### src/rtl/jk_pkg.sv
// Shared types for the JK command sequencer.
// Op encoding doubles as the {j,k} drive pair.
package jk_pkg;

  typedef enum logic [1:0] {
    OP_HOLD   = 2'b00,
    OP_CLEAR  = 2'b01,
    OP_SET    = 2'b10,
    OP_TOGGLE = 2'b11
  } jk_op_e;

  typedef enum logic {
    ST_IDLE,
    ST_ISSUE
  } jk_state_e;

  function automatic logic [1:0] op_to_jk(jk_op_e op);
    logic [1:0] jk;
    unique case (op)
      OP_HOLD:   jk = 2'b00;
      OP_CLEAR:  jk = 2'b01;
      OP_SET:    jk = 2'b10;
      OP_TOGGLE: jk = 2'b11;
      default:   jk = 2'b00;
    endcase
    return jk;
  endfunction

endpackage

### src/rtl/jk_cmd_seq_if.sv
// Command valid/ready channel into the sequencer.
// master = command producer, slave = sequencer.
interface jk_cmd_seq_if
  import jk_pkg::*;
#(
  parameter int CNT_W = 4
);

  logic             cmd_valid;
  logic             cmd_ready;
  jk_op_e           cmd_op;
  logic [CNT_W-1:0] cmd_len;

  modport master (
    output cmd_valid,
    output cmd_op,
    output cmd_len,
    input  cmd_ready
  );

  modport slave (
    input  cmd_valid,
    input  cmd_op,
    input  cmd_len,
    output cmd_ready
  );

endinterface

### src/rtl/jk_cmd_fifo.sv
// Small synchronous command FIFO.
// Pointers carry an extra wrap bit to tell full from empty.
module jk_cmd_fifo #(
  parameter int DEPTH = 4,
  parameter int W     = 6
) (
  input  logic         clk,
  input  logic         rst_n,
  input  logic         push,
  input  logic [W-1:0] wdata,
  input  logic         pop,
  output logic [W-1:0] rdata,
  output logic         full,
  output logic         empty
);

  localparam int AW = $clog2(DEPTH);

  logic [AW:0]  wr_ptr;
  logic [AW:0]  rd_ptr;
  logic [W-1:0] mem [DEPTH];
  logic         do_push;
  logic         do_pop;

  assign empty = (wr_ptr == rd_ptr);
  assign full  = (wr_ptr[AW] != rd_ptr[AW]) &&
                 (wr_ptr[AW-1:0] == rd_ptr[AW-1:0]);

  assign do_push = push && !full;
  assign do_pop  = pop && !empty;

  assign rdata = mem[rd_ptr[AW-1:0]];

  always_ff @(posedge clk or negedge rst_n) begin
    if (!rst_n) begin
      wr_ptr <= '0;
      rd_ptr <= '0;
    end else begin
      if (do_push) wr_ptr <= wr_ptr + (AW+1)'(1);
      if (do_pop)  rd_ptr <= rd_ptr + (AW+1)'(1);
    end
  end

  always_ff @(posedge clk) begin
    if (do_push) mem[wr_ptr[AW-1:0]] <= wdata;
  end

endmodule

### src/rtl/jk_cmd_seq.sv
// Queues JK commands, drives j/k for each command's length,
// and predicts/checks the downstream flop's q.
module jk_cmd_seq
  import jk_pkg::*;
#(
  parameter int DEPTH = 4,
  parameter int CNT_W = 4
) (
  input  logic               clk,
  input  logic               rst_n,
  jk_cmd_seq_if.slave        cmd,
  output logic               j,
  output logic               k,
  input  logic               q_in,
  output logic               busy,
  output logic               exp_q,
  output logic               exp_valid,
  output logic               mismatch
);

  localparam int W = 2 + CNT_W;

  jk_state_e        state;
  logic [CNT_W-1:0] remcnt;
  logic [W-1:0]     head;
  jk_op_e           head_op;
  logic [CNT_W-1:0] head_len;
  logic [CNT_W-1:0] first_rem;
  logic             full;
  logic             empty;
  logic             push;
  logic             pop;

  assign cmd.cmd_ready = !full;
  assign push = cmd.cmd_valid && !full;

  // Head is taken from IDLE, or back-to-back on the last ISSUE cycle.
  assign pop = !empty &&
               ((state == ST_IDLE) || (remcnt == '0));

  assign head_op   = jk_op_e'(head[W-1 -: 2]);
  assign head_len  = head[CNT_W-1:0];
  assign first_rem = (head_len == '0) ? '0
                   : head_len - CNT_W'(1);

  jk_cmd_fifo #(
    .DEPTH (DEPTH),
    .W     (W)
  ) u_fifo (
    .clk   (clk),
    .rst_n (rst_n),
    .push  (push),
    .wdata ({cmd.cmd_op, cmd.cmd_len}),
    .pop   (pop),
    .rdata (head),
    .full  (full),
    .empty (empty)
  );

  always_ff @(posedge clk or negedge rst_n) begin
    if (!rst_n) begin
      state  <= ST_IDLE;
      remcnt <= '0;
      j      <= 1'b0;
      k      <= 1'b0;
      busy   <= 1'b0;
    end else begin
      unique case (state)
        ST_IDLE: begin
          if (!empty) begin
            {j, k} <= op_to_jk(head_op);
            remcnt <= first_rem;
            busy   <= 1'b1;
            state  <= ST_ISSUE;
          end else begin
            j <= 1'b0;
            k <= 1'b0;
          end
        end
        ST_ISSUE: begin
          if (remcnt != '0) begin
            remcnt <= remcnt - CNT_W'(1);
          end else if (!empty) begin
            {j, k} <= op_to_jk(head_op);
            remcnt <= first_rem;
          end else begin
            j     <= 1'b0;
            k     <= 1'b0;
            busy  <= 1'b0;
            state <= ST_IDLE;
          end
        end
        default: state <= ST_IDLE;
      endcase
    end
  end

  always_ff @(posedge clk or negedge rst_n) begin
    if (!rst_n) begin
      exp_q     <= 1'b0;
      exp_valid <= 1'b0;
      mismatch  <= 1'b0;
    end else begin
      if (exp_valid && (q_in != exp_q)) mismatch <= 1'b1;
      unique case ({j, k})
        2'b01: begin
          exp_q     <= 1'b0;
          exp_valid <= 1'b1;
        end
        2'b10: begin
          exp_q     <= 1'b1;
          exp_valid <= 1'b1;
        end
        2'b11: exp_q <= ~exp_q;
        default: ;
      endcase
    end
  end

endmodule

### src/flat_wrapper.sv
// flat-port wrapper written by rule: the top's interface ports become plain ports
module jk_cmd_seq_flat import jk_pkg::*;
#(
  parameter int DEPTH = 4,
  parameter int CNT_W = 4
)
  (clk, rst_n, j, k, q_in, busy, exp_q, exp_valid, mismatch, cmd_cmd_valid, cmd_cmd_op, cmd_cmd_len, cmd_cmd_ready);
  jk_cmd_seq_if #(.CNT_W(CNT_W)) cmd_i ();
  input  logic clk;
  input  logic rst_n;
  output logic j;
  output logic k;
  input  logic q_in;
  output logic busy;
  output logic exp_q;
  output logic exp_valid;
  output logic mismatch;
  input wire logic [$bits(cmd_i.cmd_valid)-1:0] cmd_cmd_valid;
  input wire logic [$bits(cmd_i.cmd_op)-1:0] cmd_cmd_op;
  input wire logic [$bits(cmd_i.cmd_len)-1:0] cmd_cmd_len;
  output wire logic [$bits(cmd_i.cmd_ready)-1:0] cmd_cmd_ready;
  assign cmd_i.cmd_valid = cmd_cmd_valid;
  assign cmd_i.cmd_op = cmd_cmd_op;
  assign cmd_i.cmd_len = cmd_cmd_len;
  assign cmd_cmd_ready = cmd_i.cmd_ready;
  jk_cmd_seq #(.DEPTH(DEPTH), .CNT_W(CNT_W)) u_core (.clk(clk), .rst_n(rst_n), .cmd(cmd_i), .j(j), .k(k), .q_in(q_in), .busy(busy), .exp_q(exp_q), .exp_valid(exp_valid), .mismatch(mismatch));
endmodule
### config.mk
export PLATFORM = sky130hd
export DESIGN_NAME = jk_cmd_seq_flat
export DESIGN_NICKNAME = d
export VERILOG_FILES = /design/src/rtl/jk_pkg.sv /design/src/rtl/jk_cmd_seq_if.sv /design/src/rtl/jk_cmd_fifo.sv /design/src/rtl/jk_cmd_seq.sv /design/src/flat_wrapper.sv
export SDC_FILE = /design/constraint.sdc
export NUM_CORES = 1
export LEC_CHECK = 0
export BUFFER_PORTS_ARGS = -buffer_cell sky130_fd_sc_hd__buf_2
export CELL_PAD_IN_SITES_DETAIL_PLACEMENT = 1
export CELL_PAD_IN_SITES_GLOBAL_PLACEMENT = 1
export CORE_MARGIN = 3
export CORE_UTILIZATION = 45
export DETAILED_ROUTE_END_ITERATION = 6
export GPL_ROUTABILITY_DRIVEN = 0
export PLACE_DENSITY = 0.82
export SLEW_MARGIN = 5
export SYNTH_ARGS = -nofsm -noshare
export SYNTH_HDL_FRONTEND = slang
export SYNTH_HIERARCHICAL = 1
export SYNTH_SLANG_ARGS = --single-unit
### constraint.sdc
create_clock -name clk -period 2.4 [get_ports clk]
set_input_delay 0.36 -clock clk [delete_from_list [all_inputs] [get_ports clk]]
set_output_delay 0.36 -clock clk [all_outputs]
set_load 0.05 [all_outputs]
==> results_dict.tcl, run 1 <==
set metrics [dict create \
    cell_internal_pwr_w 0.00180 \
    nFillCells 420 \
    cp-end-kind "output port" \
    viasPerCell 5.78 \
    outcome "completed" \
    ff_latch_area_sq_um 1150 \
    vias 1284 \
    synth-edff-count 24 \
    syn2layout_area_growth_pct 13.1 \
    grt_usage 0.175 \
    hold_path.class "input pin to flop" \
    rrSetupSlack_ns 0.29 \
    grt_max_degree 18 \
    crit_type "flop to output port" \
    critPathMaxFanout 9 \
    core-area_sq_um 4170 \
    tightest_slew_ns 0.569 \
    avgSynthCellArea_sq_um 13.7 \
    max_slew_margin 0.618 \
    synth_flop_cell "edfxtp_1" \
    cp.arrival_ns 1.90 \
    synth_fp_nets 166 \
    required_ns 2.04 \
    clk_path_buf_depth 2 \
    antenna_cells 0 \
    layout_min_cycle_time_ns 2.26 \
    drt-total-wl_um 4080 \
    drive_gt1_frac 0.262 \
    grt_pass1_wl_um 7070 \
    power.density_nw_per_um2 1390 \
    synth_cells 147 \
    multi_input_area_sq_um 820 \
    p_comb_frac 0.480 \
    h-tree-depth 2 \
    cts-root-buf "clkbuf_8" \
    grt-ovfl-total 0 \
    swShare 0.431 \
    antenna_left 0 \
    clk_latency_ns 0.30 \
    drt_iter0_markers 57 \
    drc 0 \
    max_freq_mhz 442 \
    pin_count 17 \
    setup_tns_ns 0 \
    leakagePower_nw 0.909 \
    slew_viol_final 0 \
    total_power_w 0.00317 \
    fin_skew_ns 0.0117 \
    grt_pass1_vias 1380 \
    power_frac_clock 0.152 \
    drtPass1Iterations 4 \
    ys_warn_count 6 \
    layout_worst_path_cycle_share 0.943 \
    pwr-share-seq 0.368 \
    synth.distinct_cells 43 \
    antenna_found_initial 0 \
    wl_per_cell_um 18.4 \
    die-area_sq_um 5330 \
    nets 190 \
    dieHeight_um 73.0 \
    cts_tree "yes" \
    clkSinkCount 41 \
    synthArstFlopShare 0.415 \
    setup_violations 0 \
    rsz0062_at_grt "no" \
    ys_seq_area_frac 0.567 \
    ir_drop_mv 0.637 \
    portBuffers 16 \
    synth_seq_cells 41 \
    start_util 0.484 \
    start_kind "flop" \
    die-width_um 73.0 \
    drv_cap 0 \
    rows 23 \
    power.switching_w 0.00136 \
    numCtsBuffers 5 \
    dp_hpwl_um 3180 \
    netlist_area_sq_um 2020 \
    finalHoldViolCount 0 \
    path_clk_slew_ns 0.09 \
]
-- cell usage after synthesis (all sizes together), types with 5 or more instances --
cell | number | area share
a21oi | 7 | 0.017
dfrtp | 17 | 0.21
edfxtp | 24 | 0.36
o31ai | 5 | 0.024
xnor2 | 5 | 0.025
xor2 | 6 | 0.033
o21ai | 7 | 0.017
ha | 9 | 0.056
nand2 | 6 | 0.011
inv | 11 | 0.020
mux4 | 6 | 0.067
-- area by class of cell --
class / instances / area share
inverters: 11 / 0.0181
multi-input cells: 91 / 0.359
clock buffers: 5 / 0.0301
repair buffers: 21 / 0.0526
clock inverters: 3 / 0.0115
flip-flops and latches: 41 / 0.502
well taps: 50 / 0.0274
-- cells in the final DEF (no fill, tap or decap), types with 4 or more instances in the layout --
master,netlist,layout
buf_2,2,16
ha_1,9,9
a21oi_1,7,7
buf_4,0,4
clkbuf_8,0,5
xor2_1,4,4
mux4_2,6,6
dfrtp_1,17,17
inv_1,11,11
xnor2_1,4,4
nand2_1,6,6
o21ai_0,7,7
edfxtp_1,24,24
-- power by group through the flow --
stage | sequential [W] | clock [W] | combinational, W
CTS | 0.00116 | 0.000500 | 0.00151
global route | 0.00120 | 0.000537 | 0.00169
floorplan | 0.00119 | 0 | 0.00111
finish | 0.00116 | 0.000482 | 0.00152
global placement | 0.00116 | 0 | 0.00141
detailed placement | 0.00118 | 0 | 0.00150
-- worst max-delay path, cell delays in order (launching register included) --
cell and delay, ns:
dfrtp_1 0.52, xnor2_1 0.54, nand3_2 0.18, inv_1 0.12
inv_1 0.04, buf_2 0.20
-- sequential cells by signal, indices dropped and copies added (netlist names) --
register and cells:
u_core/remcnt 4, u_core/u_fifo/mem 24, u_core/j 1, u_core/exp_valid 1, u_core/u_fifo/rd_ptr 3, u_core/mismatch 1, u_core/busy 1, u_core/k 1
u_core/exp_q 1, u_core/state 1, u_core/u_fifo/wr_ptr 3
-- metal layers --
metal  global-route usage  vias to the layer above  share of wire
li1                     -                      593              -
met1                0.225                      664           0.44
met2                0.299                       22           0.51
met3               0.0372                        5          0.035
met4               0.0492                        0         0.0078
met5                    0                        -              0
-- cells by family after synthesis --
group,Yosys count,synth area share
mux,7,0.0724
fa+ha+maj,9,0.0557
flops,41,0.567
buf+inv,15,0.0328
compound gates,36,0.134
simple gates,28,0.0793
xor+xnor,11,0.0588
-- worst paths after layout --
kind	depth (start not counted)	to	start
setup / recovery	5	cmd_cmd_ready	u_core/u_fifo/rd_ptr[1]
hold / removal	1	u_core/u_fifo/mem[0][0]	cmd_cmd_len[0]
setup reg to reg	7	u_core/u_fifo/mem[3][5]	u_core/u_fifo/rd_ptr[0]
hold reg to reg	1	u_core/mismatch	u_core/mismatch
max in group asynchronous	2	u_core/u_fifo/rd_ptr[2]	rst_n
min in group asynchronous	2	u_core/remcnt[1]	rst_n
-- what timing repair did --
item,CTS,global route
hold buffers,1,0
gates resized for setup,0,1
setup buffers,0,0
hold endpoints to repair,17,0
endpoints found under the setup margin,0,1
-- stage by stage --
| stage | cells | utilization | area [sq um] | hold slack (ns) | worst slack [ns] |
|---|---|---|---|---|---|
| floorplan | 147 | - | 2020 | 0.0644 | 0.377 |
| finish | 222 | 0.548 | 2280 | 0.276 | 0.136 |
| detailed placement | 213 | 0.520 | 2170 | 0.311 | 0.254 |
| global placement | 213 | 0.520 | 2170 | 0.306 | 0.368 |
| CTS | 222 | 0.545 | 2270 | 0.267 | 0.116 |
| global route | 222 | 0.548 | 2280 | 0.271 | 0.000680 |
Power figures use the tool's default switching activity.
==> run 2, diff against run 1 <==
- RECOVER_POWER: default -> 25
- TNS_END_PERCENT: default -> 50
==> run 2 against run 1 <==
Net effect:
- largest power group unchanged
- register-to-register slack barely moved
- power barely moved
- critical path depth did not move
- critical path type unchanged
==> results_dict.tcl, run 2 (same netlist as run 1, synthesis figures left out) <==
set metrics [dict create \
    numCtsBuffers 5 \
    finalHoldViolCount 0 \
    holdCritStartpoint "cmd_cmd_len[0]" \
    largest_reg_flops 24 \
    core-area_sq_um 4170 \
    antenna_cells 0 \
    syn2layout_area_growth_pct 12.7 \
    antenna_left 0 \
    tightest_slew_ns 0.569 \
    leakagePower_nw 0.893 \
    drt-total-wl_um 4080 \
    critPathMaxFanout 9 \
    setup_tns_ns 0 \
    nets 190 \
    required_ns 2.04 \
    start_util 0.484 \
    r2r_cells 7 \
    outcome "completed" \
    drc 0 \
    reg2reg_to "u_core/u_fifo/mem[3][5]" \
    h-tree-depth 2 \
    rrSetupSlack_ns 0.29 \
    drtPass1Iterations 4 \
    final_cell_mix "edfxtp_1 (24), dfrtp_1 (17), inv_1 (11)" \
    hold_path.class "input pin to flop" \
    setup_violations 0 \
    portBuffers 16 \
    vias 1287 \
    crit_type "flop to output port" \
    dieHeight_um 73.0 \
    clkSinkCount 41 \
    pwr-share-seq 0.368 \
    holdPathEnd "u_core/u_fifo/mem[0][0]" \
    fin_skew_ns 0.0118 \
    grt_pass1_vias 1380 \
    rows 23 \
    rsz0062_at_grt "no" \
    power_frac_clock 0.152 \
    grt_pass1_wl_um 7070 \
    die-area_sq_um 5330 \
    antenna_found_initial 0 \
    swShare 0.431 \
    drt_iter0_markers 59 \
    dp_hpwl_um 3180 \
    start_kind "flop" \
    power.density_nw_per_um2 1390 \
    path_clk_slew_ns 0.09 \
    die-width_um 73.0 \
    drive_gt1_frac 0.227 \
    worstHoldPathCells 1 \
    max_freq_mhz 442 \
    power.switching_w 0.00137 \
    grt_max_degree 18 \
    worstReg2RegStart "u_core/u_fifo/rd_ptr[0]" \
    grt_usage 0.175 \
    layout_commonest_cell "edfxtp_1" \
    post-route-cell-area_sq_um 2280 \
    pin_count 17 \
    cts-root-buf "clkbuf_8" \
    clk_path_buf_depth 2 \
    p_comb_frac 0.480 \
    max_slew_margin 0.618 \
    grt-ovfl-total 0 \
    cp-end-kind "output port" \
    clk_latency_ns 0.30 \
    slew_viol_final 0 \
    layout_min_cycle_time_ns 2.26 \
    ir_drop_mv 0.636 \
    wl_per_cell_um 18.4 \
    viasPerCell 5.80 \
    cts_tree "yes" \
    layout_worst_path_cycle_share 0.942 \
    nFillCells 420 \
    placed_area_sq_um 2170 \
    cell_internal_pwr_w 0.00180 \
    drv_cap 0 \
    cp.arrival_ns 1.90 \
]
[run 2: cell count changes in the layout (fill, tap and decap cells not counted), sizes merged]
cell    before  now
buf         20   14
clkbuf       5   11
[run 2: cell type report]
type,instances,area (sq um),share of cell area
tap,50,62.6,0.0275
clock buffer,5,68.8,0.0302
inverter,11,41.3,0.0181
multi-input combinational,91,820,0.360
sequential,41,1150,0.503
timing repair buffer,21,113,0.0495
clock inverter,3,26.3,0.0115
[run 2: timing repair]
action                                 CTS  global route
resized for setup                        0             1
hold buffers                             1             0
setup endpoints to repair                0             1
setup buffers                            0             0
endpoints found under the hold margin   17             0
[run 2: power by group through the flow]
stage	Combinational [W]	Clock (W)	Sequential (W)
2_1_floorplan	0.00111	0	0.00119
3_3_place_gp	0.00141	0	0.00116
3_5_place_dp	0.00150	0	0.00118
4_1_cts	0.00151	0.000500	0.00116
5_1_grt	0.00169	0.000537	0.00120
6_report	0.00152	0.000483	0.00116
[run 2: stage by stage]
step / setup slack (ns) / instances / util / power (W) / hold slack (ns)
2_1_floorplan: 0.377 / 147 / - / 0.00229 / 0.0644
3_3_place_gp: 0.368 / 213 / 0.520 / 0.00257 / 0.306
3_5_place_dp: 0.254 / 213 / 0.520 / 0.00268 / 0.311
4_1_cts: 0.116 / 222 / 0.545 / 0.00317 / 0.267
5_1_grt: 0.000680 / 222 / 0.546 / 0.00342 / 0.342
6_report: 0.138 / 222 / 0.546 / 0.00317 / 0.330
[run 2: per-layer routing]
metal / vias to the layer above / share of wire / track usage
met5: - / 0 / 0
met3: 5 / 0.040 / 0.0372
met4: 0 / 0.0078 / 0.0492
met2: 24 / 0.51 / 0.299
li1: 593 / - / -
met1: 665 / 0.44 / 0.225
[run 2: worst max path at each step]
stage                                       start                 endpoint  slack [ns]  depth (start not counted)
after floorplan           u_core/u_fifo/rd_ptr[0]         u_core/remcnt[2]        0.38                          5
after global placement    u_core/u_fifo/rd_ptr[0]         u_core/remcnt[2]        0.37                          4
after detailed placement  u_core/u_fifo/rd_ptr[0]  u_core/u_fifo/mem[3][2]        0.25                          7
after CTS                 u_core/u_fifo/rd_ptr[1]            cmd_cmd_ready        0.12                          5
after global routing      u_core/u_fifo/rd_ptr[1]            cmd_cmd_ready      0.0007                          5
final                     u_core/u_fifo/rd_ptr[1]            cmd_cmd_ready        0.14                          5
[run 2: critical path: stages, from the launching register on]
cell and delay, ns:
dfrtp_1 0.52, xnor2_1 0.54, nand3_2 0.18, inv_1 0.12, inv_1 0.04, buf_2 0.20
==> run 3, diff against run 2 <==
- CORE_ASPECT_RATIO: default -> 0.5
- MAX_ROUTING_LAYER: default -> met4
==> run 3 against run 2 <==
Net effect:
- cell area grew 1.1%
- clock skew is 0.0061 ns lower
- highest routed layer unchanged
- routed wire length rose by 9.8%
- largest power group unchanged
- sequential cell count unchanged
==> results_dict.tcl, run 3 (same netlist as run 1, synthesis figures left out) <==
set metrics [dict create \
    outcome "completed" \
    cts-root-buf "clkbuf_8" \
    worstHoldPathCells 1 \
    r2r_cells 7 \
    ff_latch_area_sq_um 1150 \
    cp.arrival_ns 2.17 \
    leakagePower_nw 0.902 \
    fin_skew_ns 0.00577 \
    drive_gt1_frac 0.227 \
    drtPass1Iterations 4 \
    dp_hpwl_um 3310 \
    clk_path_buf_depth 2 \
    viasPerCell 5.66 \
    cell_internal_pwr_w 0.00190 \
    setup_violations 0 \
    placed_area_sq_um 2170 \
    die-width_um 101 \
    cp_cell_sequence "buf_4 > xnor2_4 > nand3_2 > inv_1 > nor2b_1 > nand2_1 > a31oi_4" \
    hold_path.class "input pin to flop" \
    required_ns 2.36 \
    core-area_sq_um 4100 \
    critPathMaxFanout 7 \
    clkSinkCount 41 \
    path_clk_slew_ns 0.08 \
    start_util 0.492 \
    grt_usage 0.185 \
    clk_latency_ns 0.29 \
    grt_pass1_wl_um 7010 \
    drv_cap 0 \
    power.switching_w 0.00138 \
    cp-end-kind "flop" \
    worst_path_largest_cell_delay_ns 0.47 \
    power_frac_clock 0.165 \
    nFillCells 414 \
    rsz0062_at_grt "no" \
    tightest_slew_ns 0.463 \
    multi_input_area_sq_um 827 \
    max_slew_margin 0.691 \
    power.density_nw_per_um2 1430 \
    dieHeight_um 53.4 \
    nets 190 \
    layout_worst_path_cycle_share 0.922 \
    finalHoldViolCount 0 \
    swShare 0.420 \
    numCtsBuffers 5 \
    vias 1280 \
    antenna_found_initial 0 \
    p_comb_frac 0.475 \
    die-area_sq_um 5380 \
    start_kind "flop" \
    antenna_cells 0 \
    largest_reg_flops 24 \
    layout_commonest_cell "edfxtp_1" \
    setup_tns_ns 0 \
    pin_count 17 \
    drt-total-wl_um 4480 \
    antenna_left 0 \
    max_freq_mhz 452 \
    drc 0 \
    post-route-cell-area_sq_um 2300 \
    cts_tree "yes" \
    h-tree-depth 2 \
    portBuffers 16 \
    crit_type "flop to flop" \
    syn2layout_area_growth_pct 13.9 \
    grt-ovfl-total 0 \
    pwr-share-seq 0.360 \
    rows 16 \
    layout_min_cycle_time_ns 2.21 \
    ir_drop_mv 0.470 \
    final_cell_mix "edfxtp_1 (24), dfrtp_1 (17), inv_1 (11)" \
    slowest_stage "dfrtp_1" \
    grt_max_degree 18 \
    wl_per_cell_um 19.8 \
    slew_viol_final 0 \
    drt_iter0_markers 99 \
    grt_pass1_vias 1306 \
]
run 3: final timing paths:
check                                        start                       to  slack (ns)
setup / recovery           u_core/u_fifo/rd_ptr[0]  u_core/u_fifo/mem[3][2]        0.19
hold / removal                       cmd_cmd_op[0]  u_core/u_fifo/mem[2][4]        0.34
setup reg to reg           u_core/u_fifo/rd_ptr[0]  u_core/u_fifo/mem[3][2]        0.19
hold reg to reg                    u_core/mismatch          u_core/mismatch        0.47
max in group asynchronous                    rst_n  u_core/u_fifo/wr_ptr[2]        1.58
min in group asynchronous                    rst_n          u_core/mismatch        0.54
run 3: timing repair:
item,4_1_cts,5_1_grt
hold buffers,1,0
gates resized for setup,0,2
setup buffers,0,0
hold endpoints to repair,17,0
endpoints found under the setup margin,0,7
run 3: critical path: cells and delay by family (launching register included):
family,cells,cell delay (ns)
buffers and inverters,2,0.29
AND/OR/NAND/NOR,3,0.58
XOR/XNOR,1,0.20
flip-flops,1,0.47
AO/OA/AOI/OAI,1,0.34
run 3: stage by stage:
| step | setup slack [ns] | hold WS (ns) | power [W] | cells | utilization |
|---|---|---|---|---|---|
| 3_5_place_dp | 0.163 | 0.313 | 0.00269 | 217 | 0.530 |
| 3_3_place_gp | 0.369 | 0.309 | 0.00260 | 217 | 0.530 |
| 6_report | 0.187 | 0.340 | 0.00328 | 226 | 0.561 |
| 5_1_grt | 0.00891 | 0.349 | 0.00350 | 226 | 0.561 |
| 4_1_cts | 0.110 | 0.279 | 0.00325 | 226 | 0.558 |
| 2_1_floorplan | 0.377 | 0.0644 | 0.00229 | 147 | - |
run 3: area by class of cell:
class	count	share of cell area
tap	54	0.0293
multi-input combinational	91	0.359
timing repair buffer	21	0.0489
clock inverter	2	0.0152
inverter	11	0.0179
clock buffer	6	0.0315
sequential	41	0.498
run 3: layer usage:
layer | wire length (um) | track usage | vias up
li1 | - | - | 595
met1 | 2240 | 0.250 | 658
met2 | 2070 | 0.282 | 25
met3 | 147 | 0.0434 | 2
met4 | 27 | 0.0492 | 0
met5 | 0 | - | -
run 3: power by group through the flow:
stage	Combinational (W)	Sequential, W	Clock (W)
2_1_floorplan	0.00111	0.00119	0
3_5_place_dp	0.00151	0.00119	0
4_1_cts	0.00152	0.00117	0.000558
3_3_place_gp	0.00143	0.00117	0
6_report	0.00156	0.00118	0.000542
5_1_grt	0.00170	0.00121	0.000595
